<file path="config.mk">
export PLATFORM = sky130hd
export DESIGN_NAME = interrupt_request_capture_flat
export DESIGN_NICKNAME = d
export VERILOG_FILES = /design/src/rtl/interrupt_request_capture_if.sv /design/src/rtl/interrupt_request_capture.sv /design/src/flat_wrapper.sv
export SDC_FILE = /design/constraint.sdc
export NUM_CORES = 1
export LEC_CHECK = 0
export ABC_AREA = 0
export BUFFER_PORTS_ARGS = -buffer_cell sky130_fd_sc_hd__buf_2
export CORE_UTILIZATION = 48
export DETAILED_ROUTE_END_ITERATION = 16
export GPL_TIMING_DRIVEN = 0
export PLACE_DENSITY = 0.85
export SYNTH_ARGS = -nofsm -noshare
export SYNTH_HDL_FRONTEND = slang
export SYNTH_SLANG_ARGS = --single-unit
</file>
<file path="constraint.sdc">
create_clock -name clk -period 1.3 [get_ports clk]
set_input_delay 0.195 -clock clk [delete_from_list [all_inputs] [get_ports clk]]
set_output_delay 0.195 -clock clk [all_outputs]
set_load 0.01 [all_outputs]
</file>
<file path="src/rtl/interrupt_request_capture_if.sv">
`default_nettype none
// ============================================================================
//  Module      : interrupt_request_capture_if
//  Description : Signal bundle between the interrupt sources / software side
//                and the interrupt request capture stage.
//                  irq_in    - raw asynchronous interrupt lines
//                  edge_mode - per source: 1 = rising edge, 0 = level
//                  mask      - per source enable onto req
//                  ack       - acknowledge from the interrupt controller
//                  ovf_clr   - per-bit clear of the sticky overflow flags
//                  req       - pending & mask, to the interrupt controller
//                  pending   - unmasked pending state
//                  overflow  - sticky lost-edge flags
//                master : drives the inputs, observes the outputs
//                slave  : the capture stage itself
//  Revision    : 1.0 - initial release
// ============================================================================
interface interrupt_request_capture_if #(
    parameter int NINTR = 4
);
    logic [NINTR-1:0] irq_in;
    logic [NINTR-1:0] edge_mode;
    logic [NINTR-1:0] mask;
    logic [NINTR-1:0] ack;
    logic [NINTR-1:0] ovf_clr;
    logic [NINTR-1:0] req;
    logic [NINTR-1:0] pending;
    logic [NINTR-1:0] overflow;

    modport master (
        output irq_in, edge_mode, mask, ack, ovf_clr,
        input  req, pending, overflow
    );

    modport slave (
        input  irq_in, edge_mode, mask, ack, ovf_clr,
        output req, pending, overflow
    );
endinterface
`default_nettype wire

</file>
<file path="src/rtl/interrupt_request_capture.sv">
`default_nettype none
// ============================================================================
//  Module      : interrupt_request_capture
//  Description : Front end of the priority interrupt controller. Each raw
//                interrupt line is synchronised to clk, qualified as edge or
//                level triggered, and held as pending until retired. Edge
//                events are retired by ack; level sources follow their line.
//                A rising edge on an edge source that is already pending (and
//                not being acknowledged) sets a sticky overflow flag.
//  Ports       : clk   - system clock, all state on the rising edge
//                reset - synchronous, active-high reset
//                bus   - interrupt_request_capture_if.slave bundle
//                        (irq_in, edge_mode, mask, ack, ovf_clr in;
//                         req, pending, overflow out)
//  Revision    : 1.0 - initial release
// ============================================================================
module interrupt_request_capture #(
    parameter int NINTR       = 4,
    parameter int SYNC_STAGES = 2
) (
    input  wire                            clk,
    input  wire                            reset,
    interrupt_request_capture_if.slave     bus
);

    // Synchroniser chain: row 0 samples the raw line, the last row is the
    // synchronised value used by all downstream logic.
    logic [SYNC_STAGES-1:0][NINTR-1:0] r_sync;
    logic [NINTR-1:0]                  r_sync_prev;
    logic [NINTR-1:0]                  r_mode_prev;
    logic [NINTR-1:0]                  r_pending;
    logic [NINTR-1:0]                  r_overflow;

    logic [NINTR-1:0] w_sync;
    logic [NINTR-1:0] w_rise;
    logic [NINTR-1:0] w_mode_chg;
    logic [NINTR-1:0] w_pend_edge;
    logic [NINTR-1:0] w_pend_nxt;
    logic [NINTR-1:0] w_ovf_set;
    logic [NINTR-1:0] w_ovf_nxt;

    assign w_sync     = r_sync[SYNC_STAGES-1];
    assign w_rise     = w_sync & ~r_sync_prev;
    assign w_mode_chg = bus.edge_mode ^ r_mode_prev;

    // Edge sources: a rise beats a simultaneous ack so the new event survives.
    assign w_pend_edge = w_rise | (r_pending & ~bus.ack);

    // A mode switch discards the pending bit for one cycle in either mode.
    assign w_pend_nxt = ~w_mode_chg &
                        ((bus.edge_mode & w_pend_edge) | (~bus.edge_mode & w_sync));

    // Set has priority over a same-cycle clear so a lost edge is never hidden.
    assign w_ovf_set = bus.edge_mode & w_rise & r_pending & ~bus.ack;
    assign w_ovf_nxt = w_ovf_set | (r_overflow & ~bus.ovf_clr);

    always_ff @(posedge clk) begin
        if (reset) begin
            r_sync      <= '0;
            r_sync_prev <= '0;
            r_mode_prev <= '0;
            r_pending   <= '0;
            r_overflow  <= '0;
        end else begin
            r_sync      <= {r_sync[SYNC_STAGES-2:0], bus.irq_in};
            r_sync_prev <= w_sync;
            r_mode_prev <= bus.edge_mode;
            r_pending   <= w_pend_nxt;
            r_overflow  <= w_ovf_nxt;
        end
    end

    // Mask is applied after the register so unmasking is visible immediately.
    assign bus.req      = r_pending & bus.mask;
    assign bus.pending  = r_pending;
    assign bus.overflow = r_overflow;

endmodule
`default_nettype wire
</file>
<file path="src/flat_wrapper.sv">
// flat-port wrapper written by rule: the top's interface ports become plain ports
module interrupt_request_capture_flat 
#(
    parameter int NINTR       = 4,
    parameter int SYNC_STAGES = 2
)
  (clk, reset, bus_irq_in, bus_edge_mode, bus_mask, bus_ack, bus_ovf_clr, bus_req, bus_pending, bus_overflow);
  interrupt_request_capture_if #(.NINTR(NINTR)) bus_i ();
  input  wire clk;
  input  wire reset;
  input wire logic [$bits(bus_i.irq_in)-1:0] bus_irq_in;
  input wire logic [$bits(bus_i.edge_mode)-1:0] bus_edge_mode;
  input wire logic [$bits(bus_i.mask)-1:0] bus_mask;
  input wire logic [$bits(bus_i.ack)-1:0] bus_ack;
  input wire logic [$bits(bus_i.ovf_clr)-1:0] bus_ovf_clr;
  output wire logic [$bits(bus_i.req)-1:0] bus_req;
  output wire logic [$bits(bus_i.pending)-1:0] bus_pending;
  output wire logic [$bits(bus_i.overflow)-1:0] bus_overflow;
  assign bus_i.irq_in = bus_irq_in;
  assign bus_i.edge_mode = bus_edge_mode;
  assign bus_i.mask = bus_mask;
  assign bus_i.ack = bus_ack;
  assign bus_i.ovf_clr = bus_ovf_clr;
  assign bus_req = bus_i.req;
  assign bus_pending = bus_i.pending;
  assign bus_overflow = bus_i.overflow;
  interrupt_request_capture #(.NINTR(NINTR), .SYNC_STAGES(SYNC_STAGES)) u_core (.clk(clk), .reset(reset), .bus(bus_i));
endmodule
</file>
==> metrics.cfg <==
[synth]
yosys_warnings = 0
synthesis.area_sq_um = 822
syn_nets = 104
seq_area_frac_synth_pct = 58.4
synth.avg_cell_area_sq_um = 10.0
ys_ff_latch = 24
synth_cells = 82
synth_cell_types = 16

[final_layout]
fillers = 119
final_area_sq_mm = 0.00106
area_delta_synth_final_pct = 28.9
num_antenna_cells = 0
nets = 142
final_layout_size_suffix_gt1_share_pct = 34.5

[route]
drc = 8
wire_per_inst_um = 11.0
wirelength_um = 1480
antenna_left = 0
vias_per_cell = 4.88
dr_total_vias = 659
drt_iter0_drc = 19
drtPass1Iterations = 10

[clocking]
postCtsSetupRepairBufs = 0
htree_levels = 1
cts_tree = done
cts_max_path_buffers = 2
clkTransAtPathRegs_ps = 130
postCtsHoldBufs = 0
numCtsBuffers = 3
clock_latency_ps = 310
clockRootBuffer = clkbuf_4
cts.sinks = 24
cts_resized = 0

[min_path]
min_from = bus_irq_in[1]
hold_depth = 2
worst_hold_path_type = primary input to register
hold_end = u_core.r_sync[1]$_SDFF_PP0_

[grt]
grt_pass1_vias = 540
grt_pass1_wl_um = 2320
grt_util_all_layers_pct = 17.8
antenna_found_initial = 0
gr-total-overflow = 0
grt_max_degree = 15

[placement]
portBuffers = 33
post-dp-hpwl_um = 999
place_area_sq_mm = 0.00101
gp_congestion = 0.765

[worst_setup_path]
r2r_end = u_core.bus.overflow[2]$_SDFF_PP0_
path_class = register to primary output
crit_path_max_fanout = 3
worst-r2r-cell-count = 3
r2r_slack_ps = 430
worstReg2RegStart = u_core.bus.pending[2]$_SDFF_PP0_
path_cells = and2_1 > buf_2
cp-start-kind = register
arrival_ps = 980
cpMaxStageDelayCell = dfxtp_1
crit_required_ps = 1110
max_stage_delay_ps = 390
worstSetupEndpointType = primary output

[power]
powerDensity_mw_per_mm2 = 1310
irDropWorstVdd_uv = 780
leakage_nw = 0.504

[timing]
relSlewSlack_pct = 86.0
post-route-min-period_ps = 1180
final.setup_skew_ps = 8.88
slew_violations = 0
setup_violations = 0
finalSetupTns_ps = 0
worstMarginPinSlew_ps = 210
fmax_ghz = 0.849
hold_violations = 0
fin_crit_sh_pct = 90.6
rsz0062_at_grt = no

[floorplanning]
die_area_sq_mm = 0.00188
boundaryPins = 34
die_h_um = 43.4
coreArea_sq_mm = 0.00156
initial_core_util_pct = 52.7
row_count = 14
die_w_um = 43.4

[flow_run]
maxCapViolCount = 0

[status]
status = finished with violations
violations = design-rule violations

[layout make-up]
type,instances,area (sq um),share of cell area (%)
well taps,16,20.0,1.89
multi-input cells,53,320,30.2
plain buffers,2,10.0,0.945
flip-flops and latches,24,480,45.3
clock buffers,3,22.5,2.13
inverters,3,11.3,1.06
repair buffers,33,165,15.6
clock inverters,1,30.0,2.83
[through the flow]
step	util (%)	instances	power (mW)	hold slack [ps]	worst slack, ps
6_report	68.0	135	1.39	79.6	123
4_1_cts	68.0	135	1.39	72.2	128
3_3_place_gp	64.6	131	0.867	409	501
3_5_place_dp	64.6	131	0.872	409	468
5_1_grt	68.0	135	1.44	58.0	87.6
2_1_floorplan	-	82	0.824	267	487
[critical path, delay by kind of cell (launching register included)]
kind,cells,cell delay [ps]
simple gates,1,160
buf+inv,1,130
flops,1,390
[layer usage]
layer | part of all wire (%) | track usage [%]
met1 | 42 | 18.8
met5 | 0 | 0
met3 | 4.9 | 6.25
met4 | 0.88 | 7.50
met2 | 52 | 31.8
[worst max-delay path by stage]
| stage | end | start | slack (ps) | cells past startpoint |
|---|---|---|---|---|
| after floorplan | u_core.bus.overflow[2]$_SDFF_PP0_ | u_core.bus.pending[2]$_SDFF_PP0_ | 490 | 3 |
| after global placement | u_core.bus.pending[3]$_SDFF_PP0_ | u_core.bus.pending[3]$_SDFF_PP0_ | 500 | 3 |
| after detailed placement | u_core.bus.pending[1]$_SDFF_PP0_ | u_core.bus.pending[1]$_SDFF_PP0_ | 470 | 3 |
| after CTS | bus_req[2] | u_core.bus.pending[2]$_SDFF_PP0_ | 130 | 2 |
| after global routing | bus_req[2] | u_core.bus.pending[2]$_SDFF_PP0_ | 90 | 2 |
| final | bus_req[2] | u_core.bus.pending[2]$_SDFF_PP0_ | 120 | 2 |
[cell usage in the layout (no fill, tap or decap), drive strengths merged, types with 2 or more instances in the layout]
master / instances
a21oi: 5
a32oi: 3
and2: 4
and3b: 2
buf: 35
clkbuf: 3
dfxtp: 24
inv: 3
nand2: 4
nor2: 7
nor2b: 22
o211ai: 3
[cells in the mapped netlist, drive strengths merged]
cell     n  area (sq um)
a21oi    5          28.8
a32oi    3          26.3
and2     4          25.0
and3b    2          17.5
buf      2          10.0
dfxtp   24           480
inv      3          11.3
nand2    4          15.0
nand2b   1          6.26
nand3b   1          7.51
nor2     7          26.3
nor2b   22           140
o211ai   3          22.5
o21ai    1          5.00
[cell families after synthesis]
group                  Yosys count  synth area share (%)
AO/OA/AOI/OAI                   12                  10.0
flip-flops                      24                  58.4
buffers and inverters            5                  2.59
AND/OR/NAND/NOR                 41                  28.9
[power breakdown]
| part | internal, mW | total (mW) | switching [mW] |
|---|---|---|---|
| Clock | 0.312 | 0.529 | 0.217 |
| Combinational | 0.0474 | 0.0867 | 0.0393 |
| Sequential | 0.760 | 0.770 | 0.0106 |
| Total | 1.12 | 1.39 | 0.267 |
[flip-flops by register name, indices dropped and copies added (netlist names)]
| name | flops |
|---|---|
| u_core.bus.pending | 4 |
| u_core.w_sync | 4 |
| u_core.r_mode_prev | 4 |
| u_core.r_sync | 4 |
| u_core.r_sync_prev | 4 |
| u_core.bus.overflow | 4 |
No activity file was read; power rests on OpenSTA's default activity.
